`src/rtl/serial_subtractor.sv`:
```
// serial_subtractor: bit-serial A - B - Bin through one full-subtractor cell
// with a registered borrow. WIDTH-cycle start/busy/done handshake.
// Optional feature: define SERSUB_OVF_EN to add the signed-overflow output ovf.
module serial_subtractor #(
  parameter int unsigned WIDTH = 4
) (
  input  logic             clk,
  input  logic             rst_n,
  input  logic             start,
  input  logic [WIDTH-1:0] a,
  input  logic [WIDTH-1:0] b,
  input  logic             bin,
  output logic             busy,
  output logic             done,
  output logic [WIDTH-1:0] d,
  output logic             bout
`ifdef SERSUB_OVF_EN
  ,
  output logic             ovf
`endif
);

  localparam int unsigned CNT_W = $clog2(WIDTH);
  localparam logic [CNT_W-1:0] LAST_BIT = CNT_W'(WIDTH - 1);

  typedef enum logic [1:0] {
    IDLE  = 2'd0,
    SHIFT = 2'd1,
    DONE  = 2'd2
  } state_t;

  state_t           state_q, state_d;
  logic [WIDTH-1:0] sa_q, sa_d;
  logic [WIDTH-1:0] sb_q, sb_d;
  logic [WIDTH-1:0] res_q, res_d;
  logic [WIDTH-1:0] d_q, d_d;
  logic [CNT_W-1:0] cnt_q, cnt_d;
  logic             br_q, br_d;
  logic             bout_q, bout_d;
  logic             busy_q, busy_d;
  logic             done_q, done_d;
`ifdef SERSUB_OVF_EN
  logic             a_msb_q, a_msb_d;
  logic             b_msb_q, b_msb_d;
  logic             ovf_q, ovf_d;
`endif

  // Full-subtractor cell on the current LSBs.
  logic diff_bit;
  logic borrow_nxt;
  assign diff_bit   = sa_q[0] ^ sb_q[0] ^ br_q;
  assign borrow_nxt = (~sa_q[0] & sb_q[0]) | (~(sa_q[0] ^ sb_q[0]) & br_q);

  // Next-state and datapath update; DONE accepts start like IDLE for back-to-back ops.
  always_comb begin
    state_d = state_q;
    sa_d    = sa_q;
    sb_d    = sb_q;
    res_d   = res_q;
    d_d     = d_q;
    cnt_d   = cnt_q;
    br_d    = br_q;
    bout_d  = bout_q;
    busy_d  = busy_q;
    done_d  = 1'b0;
`ifdef SERSUB_OVF_EN
    a_msb_d = a_msb_q;
    b_msb_d = b_msb_q;
    ovf_d   = ovf_q;
`endif
    case (state_q)
      IDLE, DONE: begin
        busy_d  = 1'b0;
        state_d = IDLE;
        if (start) begin
          sa_d    = a;
          sb_d    = b;
          br_d    = bin;
          cnt_d   = '0;
          busy_d  = 1'b1;
          state_d = SHIFT;
`ifdef SERSUB_OVF_EN
          a_msb_d = a[WIDTH-1];
          b_msb_d = b[WIDTH-1];
`endif
        end
      end
      SHIFT: begin
        res_d = {diff_bit, res_q[WIDTH-1:1]};
        sa_d  = sa_q >> 1;
        sb_d  = sb_q >> 1;
        br_d  = borrow_nxt;
        cnt_d = cnt_q + CNT_W'(1);
        if (cnt_q == LAST_BIT) begin
          // Publish the finished result only on the edge entering DONE.
          d_d     = {diff_bit, res_q[WIDTH-1:1]};
          bout_d  = borrow_nxt;
          done_d  = 1'b1;
          busy_d  = 1'b0;
          state_d = DONE;
`ifdef SERSUB_OVF_EN
          ovf_d   = (a_msb_q != b_msb_q) & (diff_bit != a_msb_q);
`endif
        end
      end
      default: begin
        state_d = IDLE;
        busy_d  = 1'b0;
      end
    endcase
  end

  // State and datapath registers, asynchronously cleared.
  always_ff @(posedge clk or negedge rst_n) begin
    if (!rst_n) begin
      state_q <= IDLE;
      sa_q    <= '0;
      sb_q    <= '0;
      res_q   <= '0;
      d_q     <= '0;
      cnt_q   <= '0;
      br_q    <= 1'b0;
      bout_q  <= 1'b0;
      busy_q  <= 1'b0;
      done_q  <= 1'b0;
`ifdef SERSUB_OVF_EN
      a_msb_q <= 1'b0;
      b_msb_q <= 1'b0;
      ovf_q   <= 1'b0;
`endif
    end else begin
      state_q <= state_d;
      sa_q    <= sa_d;
      sb_q    <= sb_d;
      res_q   <= res_d;
      d_q     <= d_d;
      cnt_q   <= cnt_d;
      br_q    <= br_d;
      bout_q  <= bout_d;
      busy_q  <= busy_d;
      done_q  <= done_d;
`ifdef SERSUB_OVF_EN
      a_msb_q <= a_msb_d;
      b_msb_q <= b_msb_d;
      ovf_q   <= ovf_d;
`endif
    end
  end

  assign busy = busy_q;
  assign done = done_q;
  assign d    = d_q;
  assign bout = bout_q;
`ifdef SERSUB_OVF_EN
  assign ovf  = ovf_q;
`endif

endmodule

```
`config.mk`:
```
export PLATFORM = sky130hd
export DESIGN_NAME = serial_subtractor
export DESIGN_NICKNAME = d
export VERILOG_FILES = /design/src/rtl/serial_subtractor.sv
export SDC_FILE = /design/constraint.sdc
export NUM_CORES = 1
export LEC_CHECK = 0
export ABC_AREA = 0
export BUFFER_PORTS_ARGS = -buffer_cell sky130_fd_sc_hd__buf_2
export CAP_MARGIN = 20
export CORE_AREA = 2 2 50 52
export CTS_BUF_LIST = sky130_fd_sc_hd__clkbuf_16
export CTS_CLUSTER_DIAMETER = 120
export DETAILED_ROUTE_END_ITERATION = 6
export DIE_AREA = 0 0 52 54
export PLACE_DENSITY = 0.7
export SYNTH_ARGS = -nofsm -noshare
export SYNTH_HDL_FRONTEND = slang
export SYNTH_SLANG_ARGS = --single-unit
```
`constraint.sdc`:
```
create_clock -name clk -period 1.7 [get_ports clk]
set_clock_uncertainty 0.2 [all_clocks]
set_input_delay 0.34 -clock clk [delete_from_list [all_inputs] [get_ports clk]]
set_output_delay 0.34 -clock clk [all_outputs]
set_load 0.05 [all_outputs]
```
==> reports/qor.txt, run 1 <==
worst hold endpoint: sa_q[3]
# port buffers: 18
Critical Path Fanout Max: 3
Crit. End Element: flop
switching share of power: 38.0%
CTS sink count: 23
first-pass GRT wire length: 3.16 mm
drt initial violations: 1
mux cell area share after synthesis: 14.1%
Die H: 54 microns
Worst-Skew Late Latency: 250 ps
vias per cell: 5.09
Mapped Cells: 83
IO Pins: 19
RePlAce Congestion: 0.761
minimum clock period: 1550 ps
Max-slew headroom: 66.7%
Initial Util: 46.2%
clock slew at reported path FFs: 60 ps
TritonCTS clock tree: yes
Pwr per Cell Area: 2120 nW/um^2
synthesized cell area: 1070 sq um
worst reg2reg endpoint: br_q
die area: 2810 sq um
DR pass1 iterations: 2
crit path kind: reg2reg
sequential power share: 37.4%
VDD IR-drop max: 1.20 mV
crit share post-route: 91.2%
setup slack, reg-to-reg: 150 ps
number of global-route vias before repair: 710
Yosys top cell area share: 53.7%
initial antenna violation count: 0
Combinational Power Share: 44.5%
syn_nets: 97
DP HPWL: 1.27 mm
core area: 2320 sq um
hold path depth: 2
outcome: finished, final reports clean
grt ovf: 0
number of fill cells: 222
Total GRT Usage: 15.7%
final instance area: 1260 sq um
clock power share: 18.1%
final wirelength: 1.76 mm
Post-Synth Simple-Gate Area: 8.40%
Setup Fix Bufs, Post-CTS: 0
CTS Buffer Depth: 2
Root Driver: clkbuf_16
CP Launch Point: sa_q[0]
Area growth, synth to finish: 17.9%
Synth Area in XOR/XNOR: 0.817%
max-slew violations: 0
synth unique cells: 22
worst-margin pin slew: 500 ps
FMAX: 0.645 GHz
via count: 682
cell taking the most area after synthesis: dfrtp_1
antenna cells: 0
fraction of layout cells with a size suffix above 1: 34.6%
DP Area: 1170 sq um
H-tree lvl count: 1
post-route ant nets: 0
post-synthesis adder-cell area fraction: 3.03%
synth warn: 0
final hold violations: 0
sw power: 1.02 mW
HP Start: a[3]
complex-gate fraction of the synthesized area: 13.8%
drc violations: 0
synthesized flop and latch total: 23
commonest non-fill, non-tap cell in the layout: dfrtp_1
largest net degree at the start of global routing: 24
Num CTS Buffers: 3
largest family of logic cells by synthesized area: multiplexers
critical path launch point type: flop
synthesized area per cell: 12.9 sq um
Die X: 52 microns
Fin Setup TNS: 0 ps
hold slack final: 114 ps
CTS-repair resized insts: 0
internal power: 1.66 mW
synth top area cells: dfrtp_1 (54%), mux2_2 (9.5%), mux2i_1 (4.7%)
Crit path required time: 1680 ps
final setup fails: 0
Reg2Reg Depth: 3
crit path DAT: 1530 ps
commonest cells after routing, fill and taps aside: dfrtp_1 (23), buf_2 (18), mux2_2 (9)
P_leak: 0.621 nW
post-synthesis sequential area ratio: 53.7%
max cap viols: 0
Hold Path Class: in2reg
Worst R2R Start: sa_q[0]
# rows: 18
fin nets: 119
routed length per instance: 13.1 microns
RSZ-0062 raised after global routing: false
## worst max-delay path, cell delays in order (launching register included)
cell and delay [ps]:
dfrtp_1 420, fa_1 460, mux2_2 280, a21oi_1 130
## final cells by class
type | instances | area (sq um) | area share, %
clock buffer | 3 | 75.1 | 5.94
timing repair buffer | 22 | 123 | 9.70
tap | 30 | 37.5 | 2.97
clock inverter | 1 | 3.75 | 0.297
multi-input combinational | 50 | 430 | 34.1
inverter | 5 | 18.8 | 1.49
sequential | 23 | 576 | 45.5
## synthesized netlist by cell type, drive strengths merged
library cell and n:
fa 1, a21o 2, inv 5, and2b 1
a22o 5, a21oi 6, buf 5, nand3b 1
mux2 9, nand2 1, a31o 1, nor2b 7
a211oi 6, dfrtp 23, xnor2 1, nor2 2
ha 1, o21ai 1, mux2i 5
## worst max path at each step
stage / to / slack [ps] / depth (start not counted)
5_1_grt: br_q / 90 / 3
3_5_place_dp: br_q / 170 / 3
4_1_cts: br_q / 150 / 3
6_report: br_q / 150 / 3
3_3_place_gp: res_q[1] / 220 / 2
2_1_floorplan: br_q / 240 / 3
## sequential cells by signal, summed over array words and instances (netlist names)
name     cells
bout         1
br_q         1
busy         1
cnt_q        2
d            4
done         1
res_q        3
sa_q         4
sb_q         4
state_q      2
## per-layer routing
layer	routed length (microns)	up-vias	track usage (%)	share of wire, %
met5	0	-	0	0
met4	9	0	9.21	0.51
met3	62	2	2.78	3.5
met2	906	9	26.2	52
met1	777	336	19.0	44
li1	-	335	-	-
## kinds of logic (layout without fill, tap and decap cells)
family                   after synthesis  in the layout
flip-flops                            23             23
AO/OA/AOI/OAI                         21             21
multiplexers                          14             14
AND/OR/NAND/NOR                       12             12
buffers and inverters                 10             31
adder cells (fa/ha/maj)                2              2
XOR/XNOR                               1              1
## power by group through the flow
stage                     Clock (mW)  Sequential [mW]  Combinational (mW)
after floorplan                    0             1.20               0.774
after global placement             0            0.991                1.16
after detailed placement           0             1.01                1.20
after CTS                      0.501             1.00                1.21
after global routing           0.527             1.04                1.31
final                          0.484             1.00                1.19
## through the flow
step	worst slack, ps	total power [mW]	std cells	util (%)
floorplan	238	1.98	83	-
global placement	216	2.15	129	50.6
detailed placement	169	2.21	129	50.6
CTS	147	2.72	134	54.5
global route	87.6	2.88	134	54.5
finish	150	2.68	134	54.5
## timing repair
item | CTS | global route
hold endpoints to repair | 23 | 0
hold buffers | 1 | 0
setup endpoints to repair | 0 | 0
Note: power is estimated with default switching activity, not from simulation.
==> inputs of run 2 (changes only) <==
- SLEW_MARGIN: default -> 20
- clock period: 1.7 -> 1.6 ns (I/O delays scaled with it)
==> run 2 against run 1 <==
  * Worst hold slack lost 20 ps
  * Flip-flop and latch count unchanged
  * Global-route usage fell by 0.39 points
  * Setup slack got worse by 57 ps
  * Largest power group unchanged
  * Power is 6.8% higher
  * Critical endpoint is now d[3]
  * Final area rose by 0.89%
  * Clock power rose by 9.3%
  * Die area unchanged
==> reports/qor.txt, run 2 (same netlist as run 1, synthesis figures left out) <==
outcome: finished, final reports clean
CTS Buffer Depth: 2
Reg2Reg Depth: 3
RSZ-0062 raised after global routing: false
IO Pins: 19
TritonCTS clock tree: yes
fraction of layout cells with a size suffix above 1: 37.1%
minimum clock period: 1510 ps
final hold violations: 0
setup slack, reg-to-reg: 90 ps
FMAX: 0.664 GHz
worst-margin pin slew: 499 ps
drc violations: 0
final wirelength: 1.77 mm
worst reg2reg endpoint: d[3]
# rows: 18
Root Driver: clkbuf_16
initial antenna violation count: 0
via count: 682
Hold Path Class: in2reg
Max-slew headroom: 66.8%
Worst R2R Start: sb_q[0]
HP Start: a[3]
antenna cells: 0
Total GRT Usage: 15.3%
max cap viols: 0
grt ovf: 0
Area growth, synth to finish: 18.9%
crit share post-route: 94.2%
routed length per instance: 13.1 microns
Crit path required time: 1540 ps
post-route ant nets: 0
slowest stage cell on the critical path: fa_2
Fin Setup TNS: 0 ps
first-pass GRT wire length: 3.08 mm
final setup fails: 0
critical path launch point type: flop
worst hold endpoint: sa_q[3]
Worst-Skew Late Latency: 250 ps
VDD IR-drop max: 1.21 mV
max-slew violations: 0
DP HPWL: 1.33 mm
fin nets: 120
clock slew at reported path FFs: 60 ps
commonest cells after routing, fill and taps aside: dfrtp_1 (23), buf_2 (18), mux2_2 (9)
largest delay contributor family on the critical path: adder cells
Pwr per Cell Area: 2240 nW/um^2
Num CTS Buffers: 3
H-tree lvl count: 1
Critical Path Fanout Max: 3
crit path cell chain: inv_1 -> fa_2 -> mux2_2
crit path DAT: 1440 ps
crit-path max cell delay: 440 ps
hold path depth: 2
die area: 2810 sq um
P_leak: 0.624 nW
core area: 2320 sq um
Die H: 54 microns
RePlAce Congestion: 0.757
DR pass1 iterations: 3
Final Non-Filler Cells: 135
Initial Util: 46.2%
drt initial violations: 6
crit path kind: reg2reg
Setup Fix Bufs, Post-CTS: 0
largest net degree at the start of global routing: 24
vias per cell: 5.05
CTS sink count: 23
commonest non-fill, non-tap cell in the layout: dfrtp_1
Crit. End Element: flop
placed cells: 130
CP Launch Point: sb_q[0]
# port buffers: 18
number of global-route vias before repair: 705
WP buf/inv: 1
Die X: 52 microns
[run 2: cell type report]
cell class | count | area (sq um)
Fill cell | 219 | 1040
Sequential cell | 23 | 576
Multi-Input combinational cell | 50 | 433
Timing Repair Buffer | 23 | 130
Clock buffer | 3 | 75.1
Tap cell | 30 | 37.5
Inverter | 5 | 18.8
Clock inverter | 1 | 5.00
[run 2: per-stage QoR]
stage | utilization, % | area [sq um] | total power [mW] | worst slack [ps] | hold slack [ps]
floorplan | - | 1070 | 2.10 | 138 | -176
global placement | 51.0 | 1180 | 2.28 | 116 | 116
detailed placement | 51.0 | 1180 | 2.35 | 61.3 | 119
CTS | 54.9 | 1270 | 2.90 | 41.1 | 88.2
global route | 55.0 | 1270 | 3.08 | 9.07 | 95.8
finish | 55.0 | 1270 | 2.86 | 93.3 | 93.1
[run 2: repair_timing]
action                                  CTS  global route
gates resized for setup                   0             1
hold endpoints to repair                 23             0
hold buffers                              1             0
endpoints found under the setup margin    0             1
[run 2: metal layers]
metal / up-vias / track usage, % / wire [microns]
li1: 339 / - / -
met2: 11 / 26.6 / 915
met3: 2 / 3.33 / 60
met4: 0 / 6.58 / 17
met5: - / 0 / 0
met1: 330 / 18.2 / 776
[run 2: power breakdown]
| part | switching [mW] | total [mW] | internal [mW] |
|---|---|---|---|
| combinational | 0.694 | 1.27 | 0.571 |
| clock | 0.193 | 0.529 | 0.336 |
| sequential | 0.203 | 1.06 | 0.860 |
| total | 1.09 | 2.86 | 1.77 |
[run 2: worst max-delay path by stage]
stage | slack, ps | to | cells after the start
floorplan | 140 | br_q | 3
global placement | 120 | br_q | 3
detailed placement | 60 | br_q | 3
CTS | 40 | br_q | 3
global route | 9 | res_q[1] | 2
finish | 90 | d[3] | 3
==> inputs of run 3 (changes only) <==
==> constraint.sdc (replaced) <==
create_clock -name clk -period 1.6 [get_ports clk]
set_clock_uncertainty 0.2 [all_clocks]
set_input_delay 0.24 -clock clk [delete_from_list [all_inputs] [get_ports clk]]
set_output_delay 0.24 -clock clk [all_outputs]
set_load 0.05 [all_outputs]
==> run 3 against run 2 <==
  * Non-clock buffer count is 1 higher
  * Via count is 0.44% higher
  * Maximum frequency hardly changed
  * First-iteration DRC count is 67% lower
  * Sequential power hardly changed
  * Critical path depth stayed put
  * Wire length is 4.4% lower
  * Clock power hardly changed
  * Die area stayed put
  * Combinational power hardly changed
  * Final cell count is 0.74% higher
  * Setup slack hardly changed
  * Critical path type unchanged
  * Critical endpoint is now br_q
  * Highest routed layer unchanged
==> reports/qor.txt, run 3 (same netlist as run 1, synthesis figures left out) <==
outcome: finished, final reports clean
setup slack, reg-to-reg: 90 ps
via count: 685
Area growth, synth to finish: 19.4%
worst hold endpoint: sa_q[3]
DP HPWL: 1.25 mm
Initial Util: 46.2%
IO Pins: 19
clock power share: 18.4%
met3 WL: 68 microns
vias per cell: 5.04
grt ovf: 0
critical path launch point type: flop
# rows: 18
largest net degree at the start of global routing: 24
die area: 2810 sq um
hold slack final: 8.50 ps
antenna cells: 0
final wirelength: 1.69 mm
crit path DAT: 1490 ps
number of global-route vias before repair: 665
internal power: 1.79 mW
post-route ant nets: 0
drt initial violations: 2
sw power: 1.09 mW
final hold violations: 0
crit path kind: reg2reg
Pwr per Cell Area: 2250 nW/um^2
Combinational Power Share: 45.0%
commonest non-fill, non-tap cell in the layout: dfrtp_1
commonest cells after routing, fill and taps aside: dfrtp_1 (23), buf_2 (18), mux2_2 (9)
TritonCTS clock tree: yes
Total GRT Usage: 14.5%
Crit path required time: 1580 ps
VDD IR-drop max: 1.24 mV
M1 wire length: 754 microns
sequential power share: 36.6%
FMAX: 0.664 GHz
HP Start: a[3]
setup ws final: 93.5 ps
Crit. End Element: flop
DP Worst Slack: 84.4 ps
Worst-Skew Late Latency: 250 ps
Hold Path Class: in2reg
fraction of layout cells with a size suffix above 1: 36.8%
H-tree lvl count: 1
routed length per instance: 12.4 microns
max-slew violations: 0
first-pass GRT wire length: 2.94 mm
Max-slew headroom: 66.6%
Worst R2R Start: sa_q[0]
core area: 2320 sq um
crit share post-route: 94.2%
max cap viols: 0
Num CTS Buffers: 3
initial antenna violation count: 0
met2 WL: 850 microns
Fin Setup TNS: 0 ps
P_leak: 0.629 nW
hold path depth: 2
Die H: 54 microns
Top Metal Used: met4
Root Driver: clkbuf_16
Die X: 52 microns
DR pass1 iterations: 2
final setup fails: 0
clock slew at reported path FFs: 60 ps
fin nets: 121
RSZ-0062 raised after global routing: false
Critical Path Fanout Max: 2
Reg2Reg Depth: 3
CTS sink count: 23
minimum clock period: 1510 ps
RePlAce Congestion: 0.773
switching share of power: 37.7%
# port buffers: 18
worst reg2reg endpoint: br_q
worst-margin pin slew: 501 ps
drc violations: 0
CTS Buffer Depth: 2
number of fill cells: 212
run 3: through the flow:
step	instances	utilization (%)	cell area (sq um)	power (mW)
after floorplan	83	-	1070	2.10
after global placement	129	50.6	1170	2.28
after detailed placement	129	50.6	1170	2.34
after CTS	134	54.5	1260	2.88
after global routing	136	55.2	1280	3.09
final	136	55.2	1280	2.88
run 3: power by group through the flow:
stage	clock, mW	combinational [mW]	sequential [mW]
after global routing	0.574	1.42	1.10
after floorplan	0	0.822	1.28
after CTS	0.544	1.27	1.06
final	0.530	1.29	1.05
after detailed placement	0	1.27	1.07
after global placement	0	1.23	1.06
run 3: worst max path at each step:
stage	cells after the start	slack (ps)	start	to
floorplan	3	140	sa_q[0]	br_q
global placement	2	120	state_q[0]	res_q[1]
detailed placement	3	80	sa_q[0]	br_q
CTS	3	70	sa_q[0]	br_q
global route	4	10	sb_q[0]	br_q
finish	3	90	sa_q[0]	br_q
run 3: per-layer routing:
layer | up-vias | global-route usage, %
met5 | - | 0
met4 | 0 | 5.26
met3 | 4 | 4.17
met2 | 11 | 24.5
met1 | 330 | 17.6
li1 | 340 | -
run 3: critical path, stage by stage, from the launching register on:
cell and delay (ps):
dfrtp_1 390, fa_1 440, mux2_2 270, a21oi_1 130
run 3: cell type report:
class                           instances  area [sq um]  area share (%)
Clock buffer                            3          75.1            5.87
Multi-Input combinational cell         50           430            33.6
Tap cell                               30          37.5            2.93
Clock inverter                          1          5.00           0.391
Timing Repair Buffer                   24           138            10.8
Sequential cell                        23           576            45.0
Inverter                                5          18.8            1.47
run 3: repair_timing:
action,CTS,global route
gates resized for setup,0,0
endpoints found under the hold margin,23,0
setup buffers,0,2
endpoints found under the setup margin,0,1
hold buffers,1,0
